==> src/rtl/regmask_sequencer.sv <==
// regmask_sequencer: walks a PUSHM/POPM register mask, moving each selected
// register between the register file and memory over a classic bus and
// updating SP through the register file's SP write port.
module regmask_sequencer #(
  parameter int unsigned WIDTH  = 32,
  parameter int unsigned COUNTP = 4,
  parameter int unsigned SPREG  = 15
) (
  input  logic                  clk_i,
  input  logic                  rst_i,
  input  logic                  start,
  input  logic                  op,
  input  logic [2**COUNTP-1:0]  mask,
  output logic                  busy,
  output logic                  done,
  output logic [COUNTP-1:0]     rf_read_addr,
  input  logic [WIDTH-1:0]      rf_read_data,
  input  logic [WIDTH-1:0]      sp_i,
  output logic [COUNTP-1:0]     rf_write_addr,
  output logic [WIDTH-1:0]      rf_write_data,
  output logic [1:0]            rf_write_en,
  output logic [WIDTH-1:0]      rf_sp_data,
  output logic [1:0]            rf_sp_en,
  output logic                  bus_cyc,
  output logic                  bus_stb,
  output logic                  bus_we,
  output logic [WIDTH-1:0]      bus_adr,
  output logic [WIDTH-1:0]      bus_dat_o,
  input  logic [WIDTH-1:0]      bus_dat_i,
  input  logic                  bus_ack
);

  localparam int unsigned       COUNT  = 2 ** COUNTP;
  localparam logic [WIDTH-1:0]  STEP   = WIDTH'(4);
  localparam logic [COUNT-1:0]  SP_BIT = COUNT'(1) << SPREG;

  typedef enum logic [2:0] {
    S_IDLE,
    S_SETUP,
    S_BUS,
    S_WB,
    S_DONE
  } state_t;

  state_t             state_q, state_d;
  logic               op_q, op_d;
  logic [COUNT-1:0]   pending_q, pending_d;
  logic [COUNTP-1:0]  cur_q, cur_d;
  logic [WIDTH-1:0]   spr_q, spr_d;
  logic [WIDTH-1:0]   wdat_q, wdat_d;
  logic [WIDTH-1:0]   rdat_q, rdat_d;

  // Next values of every output; the flops below present them one cycle later
  logic               busy_d, done_d;
  logic [COUNTP-1:0]  wr_addr_d;
  logic [WIDTH-1:0]   wr_data_d, sp_data_d, adr_d, dato_d;
  logic [1:0]         wr_en_d, sp_en_d;
  logic               cyc_d, we_d;

  // Push walks the mask from the top, pop from the bottom
  function automatic logic [COUNTP-1:0] pick(input logic pop,
                                             input logic [COUNT-1:0] m);
    logic [COUNTP-1:0] sel;
    sel = '0;
    if (pop) begin
      for (int i = COUNT - 1; i >= 0; i--) begin
        if (m[i]) sel = COUNTP'(i);
      end
    end else begin
      for (int i = 0; i < COUNT; i++) begin
        if (m[i]) sel = COUNTP'(i);
      end
    end
    return sel;
  endfunction

  // Next-state, datapath and output look-ahead
  always_comb begin
    state_d   = state_q;
    op_d      = op_q;
    pending_d = pending_q;
    cur_d     = cur_q;
    spr_d     = spr_q;
    wdat_d    = wdat_q;
    rdat_d    = rdat_q;
    busy_d    = 1'b0;
    done_d    = 1'b0;
    wr_addr_d = '0;
    wr_data_d = '0;
    wr_en_d   = 2'h0;
    sp_data_d = '0;
    sp_en_d   = 2'h0;
    cyc_d     = 1'b0;
    we_d      = 1'b0;
    adr_d     = '0;
    dato_d    = '0;

    case (state_q)
      S_IDLE: begin
        if (start) begin
          op_d      = op;
          pending_d = mask & ~SP_BIT;
          spr_d     = sp_i;
          state_d   = (pending_d != '0) ? S_SETUP : S_DONE;
        end
      end
      S_SETUP: begin
        if (!op_q) wdat_d = rf_read_data;
        state_d = S_BUS;
      end
      S_BUS: begin
        if (bus_ack) begin
          if (op_q) rdat_d = bus_dat_i;
          state_d = S_WB;
        end
      end
      S_WB: begin
        spr_d     = op_q ? (spr_q + STEP) : (spr_q - STEP);
        pending_d = pending_q & ~(COUNT'(1) << cur_q);
        state_d   = (pending_d != '0) ? S_SETUP : S_DONE;
      end
      S_DONE: begin
        state_d = S_IDLE;
      end
      default: begin
        state_d = S_IDLE;
      end
    endcase

    if (state_d == S_SETUP) cur_d = pick(op_d, pending_d);

    busy_d = (state_d != S_IDLE);
    done_d = (state_d == S_DONE);

    if (state_d == S_BUS) begin
      cyc_d  = 1'b1;
      we_d   = ~op_d;
      adr_d  = op_d ? spr_d : (spr_d - STEP);
      dato_d = op_d ? '0 : wdat_d;
    end

    if (state_d == S_WB) begin
      sp_en_d   = 2'h3;
      sp_data_d = op_d ? (spr_d + STEP) : (spr_d - STEP);
      if (op_d) begin
        wr_en_d   = 2'h3;
        wr_addr_d = cur_d;
        wr_data_d = rdat_d;
      end
    end
  end

  // State, datapath and output registers
  always_ff @(posedge clk_i) begin
    if (rst_i) begin
      state_q       <= S_IDLE;
      op_q          <= 1'b0;
      pending_q     <= '0;
      cur_q         <= '0;
      spr_q         <= '0;
      wdat_q        <= '0;
      rdat_q        <= '0;
      busy          <= 1'b0;
      done          <= 1'b0;
      rf_read_addr  <= '0;
      rf_write_addr <= '0;
      rf_write_data <= '0;
      rf_write_en   <= 2'h0;
      rf_sp_data    <= '0;
      rf_sp_en      <= 2'h0;
      bus_cyc       <= 1'b0;
      bus_stb       <= 1'b0;
      bus_we        <= 1'b0;
      bus_adr       <= '0;
      bus_dat_o     <= '0;
    end else begin
      state_q       <= state_d;
      op_q          <= op_d;
      pending_q     <= pending_d;
      cur_q         <= cur_d;
      spr_q         <= spr_d;
      wdat_q        <= wdat_d;
      rdat_q        <= rdat_d;
      busy          <= busy_d;
      done          <= done_d;
      rf_read_addr  <= cur_d;
      rf_write_addr <= wr_addr_d;
      rf_write_data <= wr_data_d;
      rf_write_en   <= wr_en_d;
      rf_sp_data    <= sp_data_d;
      rf_sp_en      <= sp_en_d;
      bus_cyc       <= cyc_d;
      bus_stb       <= cyc_d;
      bus_we        <= we_d;
      bus_adr       <= adr_d;
      bus_dat_o     <= dato_d;
    end
  end

endmodule

==> config.mk <==
export PLATFORM = sky130hd
export DESIGN_NAME = regmask_sequencer
export DESIGN_NICKNAME = d
export VERILOG_FILES = /design/src/rtl/regmask_sequencer.sv
export SDC_FILE = /design/constraint.sdc
export NUM_CORES = 1
export LEC_CHECK = 0
export BUFFER_PORTS_ARGS = -buffer_cell sky130_fd_sc_hd__buf_2
export CAP_MARGIN = 20
export CELL_PAD_IN_SITES_DETAIL_PLACEMENT = 1
export CELL_PAD_IN_SITES_GLOBAL_PLACEMENT = 1
export CORE_MARGIN = 2
export CORE_UTILIZATION = 37
export CTS_CLUSTER_SIZE = 12
export DETAILED_ROUTE_END_ITERATION = 7
export GPL_ROUTABILITY_DRIVEN = 0
export PLACE_DENSITY_LB_ADDON = 0.08
export REMOVE_ABC_BUFFERS = 1
export SETUP_SLACK_MARGIN = 0.05
export SLEW_MARGIN = 25
export SYNTH_ARGS = -nofsm -noshare
export SYNTH_HDL_FRONTEND = slang
export SYNTH_SLANG_ARGS = --single-unit
==> constraint.sdc <==
create_clock -name clk_i -period 4.38 [get_ports clk_i]
set_clock_uncertainty 0.05 [all_clocks]
set_input_delay 0.876 -clock clk_i [delete_from_list [all_inputs] [get_ports clk_i]]
set_output_delay 0.876 -clock clk_i [all_outputs]
set_load 0.02 [all_outputs]
==> impl_metrics.csv, run 1 <==
group,metric,value,unit
timing,fin_crit_sh,0.960,
worst_setup_path,worstSetupPathType,"flop to flop",
placement,hpwl,31.2,mm
die,top_level_ports,262,
grt,track_usage,0.241,
layout,final_nets,1893,
hold_path,worstHoldStart,"wdat_q[30]",
synthesis,yosys_warnings,0,
worst_setup_path,start_kind,"flop",
timing,finalSetupViolations,0,
cts,htree_levels,1,
cts,cts-root-buf,"clkbuf_16",
worst_setup_path,crit_chain,"inv_2, buf_12, buf_12, ha_4, nand4_1, nor2_1, nand3_1, buf_4, a21boi_4, o31ai_1, or4_4, or4_4, or4_4, nor4_4, or2_2, a21oi_1",
pwr,irDropWorstVdd,0.277,mV
routing,vias,11500,
die,fp.dieArea,0.0341,mm²
routing,first_pass_iters,5,
routing,via_per_inst,5.23,
cts,cts-buffers-inserted,29,
cts,clock_path_buffers,3,
layout,multi_input_area,0.00689,mm²
timing,max_clock_freq,238,MHz
timing,tns,0,ps
synthesis,synth_flop_cell,"dfxtp_1",
synthesis,synth_cells,1377,
worst_setup_path,cp.required,4750,ps
grt,grt.overflow.total,0,
layout,final-seq-area,0.00517,mm²
worst_setup_path,critPathMaxStageDelay,560,ps
timing,slew_violations,0,
worst_setup_path,critPathMostFrequentCell,"or4_4",
layout,drive_gt1_frac,0.316,
worst_setup_path,reg2reg_depth,16,
placement,dpl.cell_count,2143,
layout,final_cells,2207,
worst_setup_path,worstSetupEndpointType,"flop",
grt,grt_pass1_wl,64.8,mm
worst_setup_path,r2r-start,"op_q",
layout,n_fill_cell,3860,
hold_path,min_path_cells,2,
layout,final_area,0.0162,mm²
placement,dpl-instance-area,0.0147,mm²
layout,syn2layout_area_growth,34.0,%
die,core.rowCount,66,
routing,drtIter0Drc,585,
job,drv_cap,0,
worst_setup_path,cp.arrival,4580,ps
hold_path,whs_endpoint,"wdat_q[30]",
timing,hold_violations,0,
layout,mostFrequentLayoutCell,"nor2_1",
timing,rsz0062_at_grt,"false",
routing,wl_per_cell,19.2,µm
layout,layout_common_cells,"274 x nor2_1, 259 x buf_2, 257 x dfxtp_1",
grt,antenna_found_initial,3,
die,die_x,185,µm
synthesis,ys_types,92,
timing,worst_pin_slew,1010,ps
die,initial_core_util,0.373,
synthesis,synth_edf_count,0,
worst_setup_path,r2r_slack,170,ps
timing,maxSlewHeadroom,0.323,
die,core_area,0.0324,mm²
synthesis,syn-cell-area,0.0121,mm²
placement,placement.io_buffers,260,
synthesis,synth.avg_cell_area,8.77,µm²
die,die_y,185,µm
cts,ctsHoldBuffers,0,
routing,drc,0,
routing,postRouteAntennaNets,0,
synthesis,ys_seq_area_frac,0.428,
cts,clk_transition_reported_paths,60,ps
timing,fin_crit,4210,ps
hold_path,hold_class,"flop to flop",
synthesis,async_flop_share,0,
pwr,power-per-cell-area,481,mW/mm²
cts,clock_latency,570,ps
routing,finalWirelength,42.3,mm
pwr,p_leak,7.30,nW
worst_setup_path,r2r_end,"bus_adr[30]",
synthesis,synth_seq_cells,258,
worst_setup_path,slowest_stage,"or4_4",
grt,grt_pass1_vias,11900,
cts,cts_num_sinks,258,
grt,grt_max_degree,74,
cts,cts_tree,"built",
worst_setup_path,cp_max_fo,8,
status,status,"completed",
-- cell type report --
| cell class | instances | area share |
|---|---|---|
| timing repair buffer | 419 | 0.158 |
| sequential | 258 | 0.319 |
| clock inverter | 10 | 0.00781 |
| inverter | 18 | 0.00418 |
| clock buffer | 40 | 0.0499 |
| tap | 442 | 0.0342 |
| antenna | 1 | 0.000155 |
| multi-input combinational | 1019 | 0.426 |
-- cell families (layout without fill, tap and decap cells) --
kind of cell,after synthesis,in the layout,share of synthesized area
xor gates and xnor gates,60,60,0.0435
other,0,1,0
DFF,258,258,0.428
muxes,82,82,0.0682
buffers and inverters,100,487,0.0335
AOI/OAI and AO/OA,294,294,0.174
and+or+nand+nor,552,552,0.220
adders and majority gates,31,31,0.0327
-- metrics by stage --
step,setup slack [ps],hold WS [ps],total power [mW],utilization
2_1_floorplan,-2840,406,4.15,-
3_3_place_gp,11.0,418,5.13,0.456
3_5_place_dp,-115,429,5.17,0.456
4_1_cts,46.6,443,7.68,0.489
5_1_grt,13.0,474,8.21,0.500
6_report,173,437,7.78,0.500
-- flip-flops by register name, indices dropped and copies added, names as in the netlist, 3 cells and up --
signal,flops
bus_adr,32
bus_dat_o,32
rdat_q,32
rf_sp_data,32
rf_write_data,32
spr_q,32
wdat_q,32
pending_q,16
cur_q,4
rf_write_addr,4
state_q,3
-- layer usage --
| metal | global-route usage | vias to the layer above | part of all wire |
|---|---|---|---|
| li1 | - | 5661 | - |
| met1 | 0.292 | 5531 | 0.43 |
| met2 | 0.427 | 270 | 0.49 |
| met3 | 0.0498 | 70 | 0.057 |
| met4 | 0.0775 | 4 | 0.027 |
| met5 | 0.00593 | - | 0.00045 |
-- worst max-delay path: cells and delay by family, from the launching register on --
| kind | cells | cell delay (ps) |
|---|---|---|
| AO/OA/AOI/OAI | 3 | 320 |
| adder cells (fa/ha/maj) | 1 | 300 |
| buffers and inverters | 4 | 540 |
| flip-flops | 1 | 340 |
| AND/OR/NAND/NOR | 8 | 2500 |
-- power by group --
part           switching (mW)  internal [mW]  total (mW)
Clock                    1.01           1.41        2.42
Sequential             0.0917           2.48        2.57
Combinational            1.58           1.21        2.80
Total                    2.69           5.09        7.78
-- timing repair --
action,in CTS,in global routing
pin swaps,7,22
hold endpoints to repair,0,0
buffers inserted,5,7
gates resized for setup,20,53
cloned,0,1
setup endpoints to repair,9,14
-- synth_stat cells, types with 12 or more instances --
master	n	area, µm²
a21o_1	20	150
a21oi_1	59	295
a22o_1	16	140
a22oi_1	25	188
a31oi_1	13	81.3
buf_1	12	45.0
buf_2	14	70.1
clkbuf_1	53	199
dfxtp_1	258	5160
ha_1	30	375
inv_1	18	67.6
mux2i_1	80	801
nand2_1	75	282
nand3_1	25	125
nand4_1	18	113
nor2_1	276	1040
nor3_1	34	170
o21ai_0	39	195
or3_1	24	150
xnor2_1	43	377
xor2_1	17	149
-- worst max path at each step --
| stage | start | cells after the start | endpoint |
|---|---|---|---|
| detailed placement | op_q | 15 | bus_adr[30] |
| floorplan | start | 14 | rf_sp_data[20] |
| CTS | op_q | 15 | rf_sp_data[30] |
| finish | op_q | 16 | bus_adr[30] |
| global placement | op_q | 15 | bus_adr[30] |
| global route | op_q | 16 | rf_sp_data[30] |
Power figures use the tool's default switching activity.
==> run 2, diff against run 1 <==
Settings changed: CORE_ASPECT_RATIO set to 0.5.
==> run 2 against run 1 <==
Net effect:
- cell count shrank 2.9%
- sequential share of layout area grew 1.2 points
- wire length shrank 3.2%
- core utilization shrank 1.1 points
- register-to-register slack lost 20 ps
- sequential power is essentially flat
- worst hold slack gained 3.7 ps
- critical path depth shrank 4
- non-clock buffer count shrank 35
- final area shrank 3.7%
- critical endpoint is now rf_sp_data[29]
- largest power group is now registers
==> impl_metrics.csv, run 2 (synthesized netlist as in run 1, its figures left out) <==
group,metric,value,unit
pwr,power-per-cell-area,463,mW/mm²
cts,clock_latency,560,ps
timing,rsz0062_at_grt,"true",
placement,placement.io_buffers,260,
cts,cts-root-buf,"clkbuf_16",
routing,finalWirelength,40.9,mm
routing,via_per_inst,5.37,
timing,finalSetupViolations,0,
worst_setup_path,start_kind,"flop",
worst_setup_path,cp.arrival,4620,ps
worst_setup_path,r2r-start,"op_q",
timing,slew_violations,0,
placement,hpwl,30.9,mm
die,die_y,132,µm
timing,maxSlewHeadroom,0.357,
routing,drtIter0Drc,462,
die,initial_core_util,0.379,
grt,track_usage,0.236,
placement,place_ws,-43.0,ps
cts,clock_path_buffers,3,
routing,wl_per_cell,19.1,µm
worst_setup_path,worstSetupPathType,"flop to flop",
layout,drive_gt1_frac,0.289,
worst_setup_path,crit_start,"op_q",
grt,grt_max_degree,85,
job,drv_cap,0,
hold_path,hold_class,"flop to flop",
hold_path,worstHoldStart,"wdat_q[10]",
pwr,power.total,7.22,mW
worst_setup_path,worstSetupEndpointType,"flop",
layout,syn2layout_area_growth,29.0,%
timing,hold_violations,0,
pwr,p_leak,7.00,nW
layout,final_nets,1855,
layout,layout_common_cells,"275 x nor2_1, 259 x buf_2, 258 x dfxtp_1",
routing,drc,0,
die,fp.dieArea,0.0342,mm²
layout,mostFrequentLayoutCell,"nor2_1",
timing,max_clock_freq,237,MHz
cts,cts_tree,"built",
die,core.rowCount,46,
routing,first_pass_iters,5,
worst_setup_path,r2r_slack,150,ps
grt,grt_pass1_wl,65.1,mm
routing,postRouteAntennaNets,0,
cts,clk_transition_reported_paths,70,ps
timing,worst_pin_slew,952,ps
timing,fin_crit_sh,0.965,
worst_setup_path,cp.required,4780,ps
cts,cts-buffers-inserted,26,
grt,grt_pass1_vias,12300,
status,status,"completed",
grt,grt.overflow.total,0,
timing,setup_ws,154,ps
grt,antenna_found_initial,1,
cts,htree_levels,1,
die,top_level_ports,262,
die,core_area,0.0319,mm²
timing,fin_crit,4230,ps
layout,antenna_cells,0,
routing,vias,11500,
die,die_x,259,µm
pwr,irDropWorstVdd,0.271,mV
cts,cts_num_sinks,258,
worst_setup_path,cp_max_fo,18,
-- run 2: cell count changes in the layout (fill, tap and decap cells not counted), sizes merged --
cell,delta
buf,-34
clkbuf,-13
clkinv,-3
inv,-2
bufinv,-1
clkinvlp,+1
diode,-1
-- run 2: layout make-up --
type | count | area, µm²
fillers | 3835 | 16300
multi-input cells | 1019 | 6770
flip-flops and latches | 258 | 5160
repair buffers | 384 | 2290
clock buffers | 28 | 668
well taps | 432 | 541
clock inverters | 5 | 77.6
inverters | 18 | 67.6
-- run 2: path summary, 6_finish.rpt --
| path | end | cells past startpoint |
|---|---|---|
| min reg2reg | wdat_q[10] | 2 |
| max | rf_sp_data[29] | 12 |
| max reg2reg | rf_sp_data[29] | 12 |
| min | wdat_q[10] | 2 |
-- run 2: metrics by stage --
step / hold slack, ps / instances / TNS, ps / utilization / instance area [µm²]
global route: 472 / 2144 / -7.26 / 0.489 / 15600
global placement: 418 / 2107 / 0 / 0.456 / 14500
CTS: 443 / 2140 / 0 / 0.480 / 15300
detailed placement: 430 / 2107 / -92.2 / 0.456 / 14500
finish: 441 / 2144 / 0 / 0.489 / 15600
floorplan: 406 / 1295 / -292890 / - / 11700
-- run 2: metal layers --
metal | GRT usage | part of all wire
met5 | 0 | 0.00029
met3 | 0.0488 | 0.047
met1 | 0.283 | 0.43
met4 | 0.0776 | 0.030
met2 | 0.421 | 0.50
-- run 2: worst max-delay path, cell delays in order (launching register included) --
cell     delay (ps)
dfxtp_1         330
inv_1            80
buf_12          170
ha_1            330
a21oi_1         310
o21ai_2         160
a221o_1         420
or3_1           370
and3_1          210
or4_1           570
or3_1           340
or4_1           520
a31o_1          240
-- run 2: what timing repair did --
action                                 4_1_cts  5_1_grt
pin swaps                                    1       21
hold buffers                                 0        0
gates resized for setup                      7       42
endpoints found under the hold margin        0        0
setup endpoints to repair                    9       14
buffers inserted                             0        3
-- run 2: where the power goes --
group | switching, mW | internal, mW
Combinational | 1.50 | 1.08
Clock | 0.926 | 1.14
Sequential | 0.102 | 2.48
Total | 2.52 | 4.69
==> run 3, diff against run 2 <==
Settings changed: ABC_AREA set to 1, CORE_UTILIZATION 37 to 36, RECOVER_POWER set to 50.
==> run 3 against run 2 <==
Net effect:
- synthesized cell count is 27% higher
- maximum frequency increased by 8.5%
- final area shrank 2.4%
- synthesized area up 6.4%
- clock-buffer cell count is 7 higher
- the run now ends with capacitance limit, slew limit left
- critical path depth rose by 5
- sequential share of layout area grew 0.80 points
- worst hold slack got worse by 1.1 ps
- clock power up 7%
- largest power group unchanged
- power fell by 7.1%
- non-clock buffer count is 103 lower
- global-route usage fell by 0.28 points
==> impl_metrics.csv, run 3 <==
group,metric,value,unit
die,initial_core_util,0.369,
grt,grt_pass1_wl,68.8,mm
layout,final_cells,2488,
cts,cts_resized,0,
status,status,"complete, but fails checks",
pwr,irDropWorstVdd,0.297,mV
synthesis,synthXorXnorAreaFrac,0.00750,
pwr,pwr-share-seq,0.375,
synthesis,synth_top_cell_by_area,"dfxtp_1",
cts,cts_tree,"built",
die,fp.dieArea,0.0373,mm²
synthesis,synth_flop_cell,"dfxtp_1",
grt,grt_max_degree,76,
pwr,power-per-cell-area,441,mW/mm²
timing,slew_violations,140,
synthesis,synth-simple-area-share,0.314,
placement,hpwl,33.9,mm
cts,cts_num_sinks,258,
grt,track_usage,0.233,
cts,clock_path_buffers,3,
synthesis,synth_top_family_by_area,"simple AND/OR/NAND/NOR gates",
placement,dpl-instance-area,0.0146,mm²
cts,clock_latency,570,ps
worst_setup_path,start_kind,"flop",
synthesis,synth_top_area_frac,0.402,
routing,vias,12400,
die,die_y,138,µm
hold_path,hold_class,"flop to flop",
routing,first_pass_iters,6,
routing,postRouteAntennaNets,0,
timing,worst_pin_slew,2230,ps
pwr,comb_power_share,0.295,
layout,drive_gt1_frac,0.132,
grt,grt_pass1_vias,12500,
grt,antenna_found_initial,2,
synthesis,ys_types,63,
die,top_level_ports,262,
die,core.rowCount,48,
timing,hold_violations,0,
synthesis,async_flop_share,0,
routing,drc,0,
routing,finalWirelength,44.2,mm
synthesis,ys_seq_area_frac,0.402,
worst_setup_path,worstSetupPathType,"flop to flop",
placement,dpl.cell_count,2446,
worst_setup_path,cp_max_fo,15,
layout,fin_util,0.437,
worst_setup_path,worstSetupEndpointType,"flop",
layout,layout_common_cells,"358 x nand2_1, 305 x nor2_1, 258 x dfxtp_1",
synthesis,yosys_warnings,0,
timing,maxSlewHeadroom,-0.489,
pwr,p_leak,7.10,nW
placement,placement.io_buffers,260,
worst_setup_path,r2r_slack,490,ps
routing,drtIter0Drc,608,
layout,syn2layout_area_growth,18.4,%
layout,mostFrequentLayoutCell,"nand2_1",
cts,postCtsSetupBuffers,0,
synthesis,synth.area.mux_share,0.0514,
cts,clk_transition_reported_paths,60,ps
pwr,swShare,0.363,
cts,htree_levels,1,
layout,final_nets,2148,
status,violations,"capacitance limit, slew limit",
worst_setup_path,cp.required,4700,ps
cts,cts-buffers-inserted,27,
cts,ctsHoldBuffers,0,
synthesis,synth_commonest_cells,"358 x nand2_1, 303 x nor2_1, 258 x dfxtp_1",
job,drv_cap,3,
grt,grt.overflow.total,0,
synthesis,syn-cell-area,0.0128,mm²
routing,via_per_inst,4.97,
synthesis,synth_compound_area_frac,0.122,
timing,max_clock_freq,257,MHz
layout,n_fill_cell,4586,
synthesis,synthTopCellsByArea,"dfxtp_1 40%, nand2_1 10%, nor2_1 8.9%",
synthesis,yosysMostFrequentCell,"nand2_1",
pwr,p_clk_frac,0.330,
layout,final_area,0.0152,mm²
pwr,power.switching,2.43,mW
die,die_x,271,µm
timing,rsz0062_at_grt,"false",
synthesis,synth_seq_cells,258,
cts,cts-root-buf,"clkbuf_16",
synthesis,synth_edf_count,0,
synthesis,synth-adder-area-share,0.0308,
timing,fin_crit_sh,0.889,
worst_setup_path,cp.arrival,4210,ps
synthesis,synth_cells,1750,
routing,wl_per_cell,17.8,µm
timing,fin_crit,3890,ps
die,core_area,0.0348,mm²
synthesis,synth.avg_cell_area,7.34,µm²
pwr,intPower,4.27,mW
timing,finalSetupViolations,0,
-- run 3: cell types whose count changed after synthesis, sizes merged, moves of 24 or more --
| cell | before | now |
|---|---|---|
| xnor2 | 43 | 2 |
| nand3 | 26 | 112 |
| clkbuf | 53 | 28 |
| nor2 | 276 | 326 |
| o21ai | 51 | 77 |
| nand2 | 77 | 376 |
| a22oi | 25 | 1 |
| a21oi | 62 | 134 |
| or3 | 24 | 0 |
| inv | 18 | 164 |
-- run 3: path summary, 6_finish.rpt --
| kind | from | end | cells after the start |
|---|---|---|---|
| setup reg to reg | state_q[1] | rf_sp_data[31] | 17 |
| hold reg to reg | rdat_q[10] | rdat_q[10] | 2 |
| hold / removal | rdat_q[10] | rdat_q[10] | 2 |
| setup / recovery | state_q[1] | rf_sp_data[31] | 17 |
-- run 3: critical path: stages (launching register included) --
cell and delay (ps):
dfxtp_1 360, nor2_1 440, nand3_4 290, clkbuf_1 260, nand2_4 140, inv_4 130
nand2_2 80, nand2_2 40, nor2_1 420, inv_2 190, nor3_4 410, nand2_2 150
nor2_4 190, nand2_2 110, nor2_4 120, nand4_1 100, nand3_1 120, a21oi_1 80
-- run 3: layer usage --
metal  share of wire  GRT usage  routed length (µm)
met1            0.45      0.294               19900
met2            0.47      0.414               21000
met3           0.055     0.0488                2450
met4           0.020     0.0519                 905
met5         0.00025          0                  11
-- run 3: cell type report --
| type | count | area, µm² | area share |
|---|---|---|---|
| inverter | 170 | 644 | 0.0424 |
| tap | 475 | 594 | 0.0391 |
| clock inverter | 6 | 73.8 | 0.00485 |
| timing repair buffer | 281 | 1280 | 0.0843 |
| sequential | 258 | 5160 | 0.340 |
| antenna | 1 | 2.50 | 0.000165 |
| clock buffer | 35 | 736 | 0.0484 |
| multi-input combinational | 1262 | 6710 | 0.441 |
-- run 3: logic make-up after synthesis --
group	count (synthesis)
buf+inv	230
fa+ha+maj	31
flops	258
xor+xnor	11
simple gates	894
mux	66
compound gates	260
-- run 3: through the flow --
stage          TNS (ps)  hold WS, ps  setup slack [ps]  power (mW)
5_1_grt               0          464               157        7.13
4_1_cts               0          437               691        6.80
6_report              0          440               485        6.70
3_5_place_dp          0          430               402        4.55
2_1_floorplan     -8500          410              -227        3.91
3_3_place_gp          0          422               460        4.52
-- run 3: power by group through the flow --
stage / sequential (mW) / combinational, mW / clock, mW
2_1_floorplan: 2.58 / 1.33 / 0
3_3_place_gp: 2.56 / 1.96 / 0
3_5_place_dp: 2.56 / 1.99 / 0
4_1_cts: 2.51 / 2.00 / 2.29
5_1_grt: 2.52 / 2.23 / 2.38
6_report: 2.51 / 1.98 / 2.21
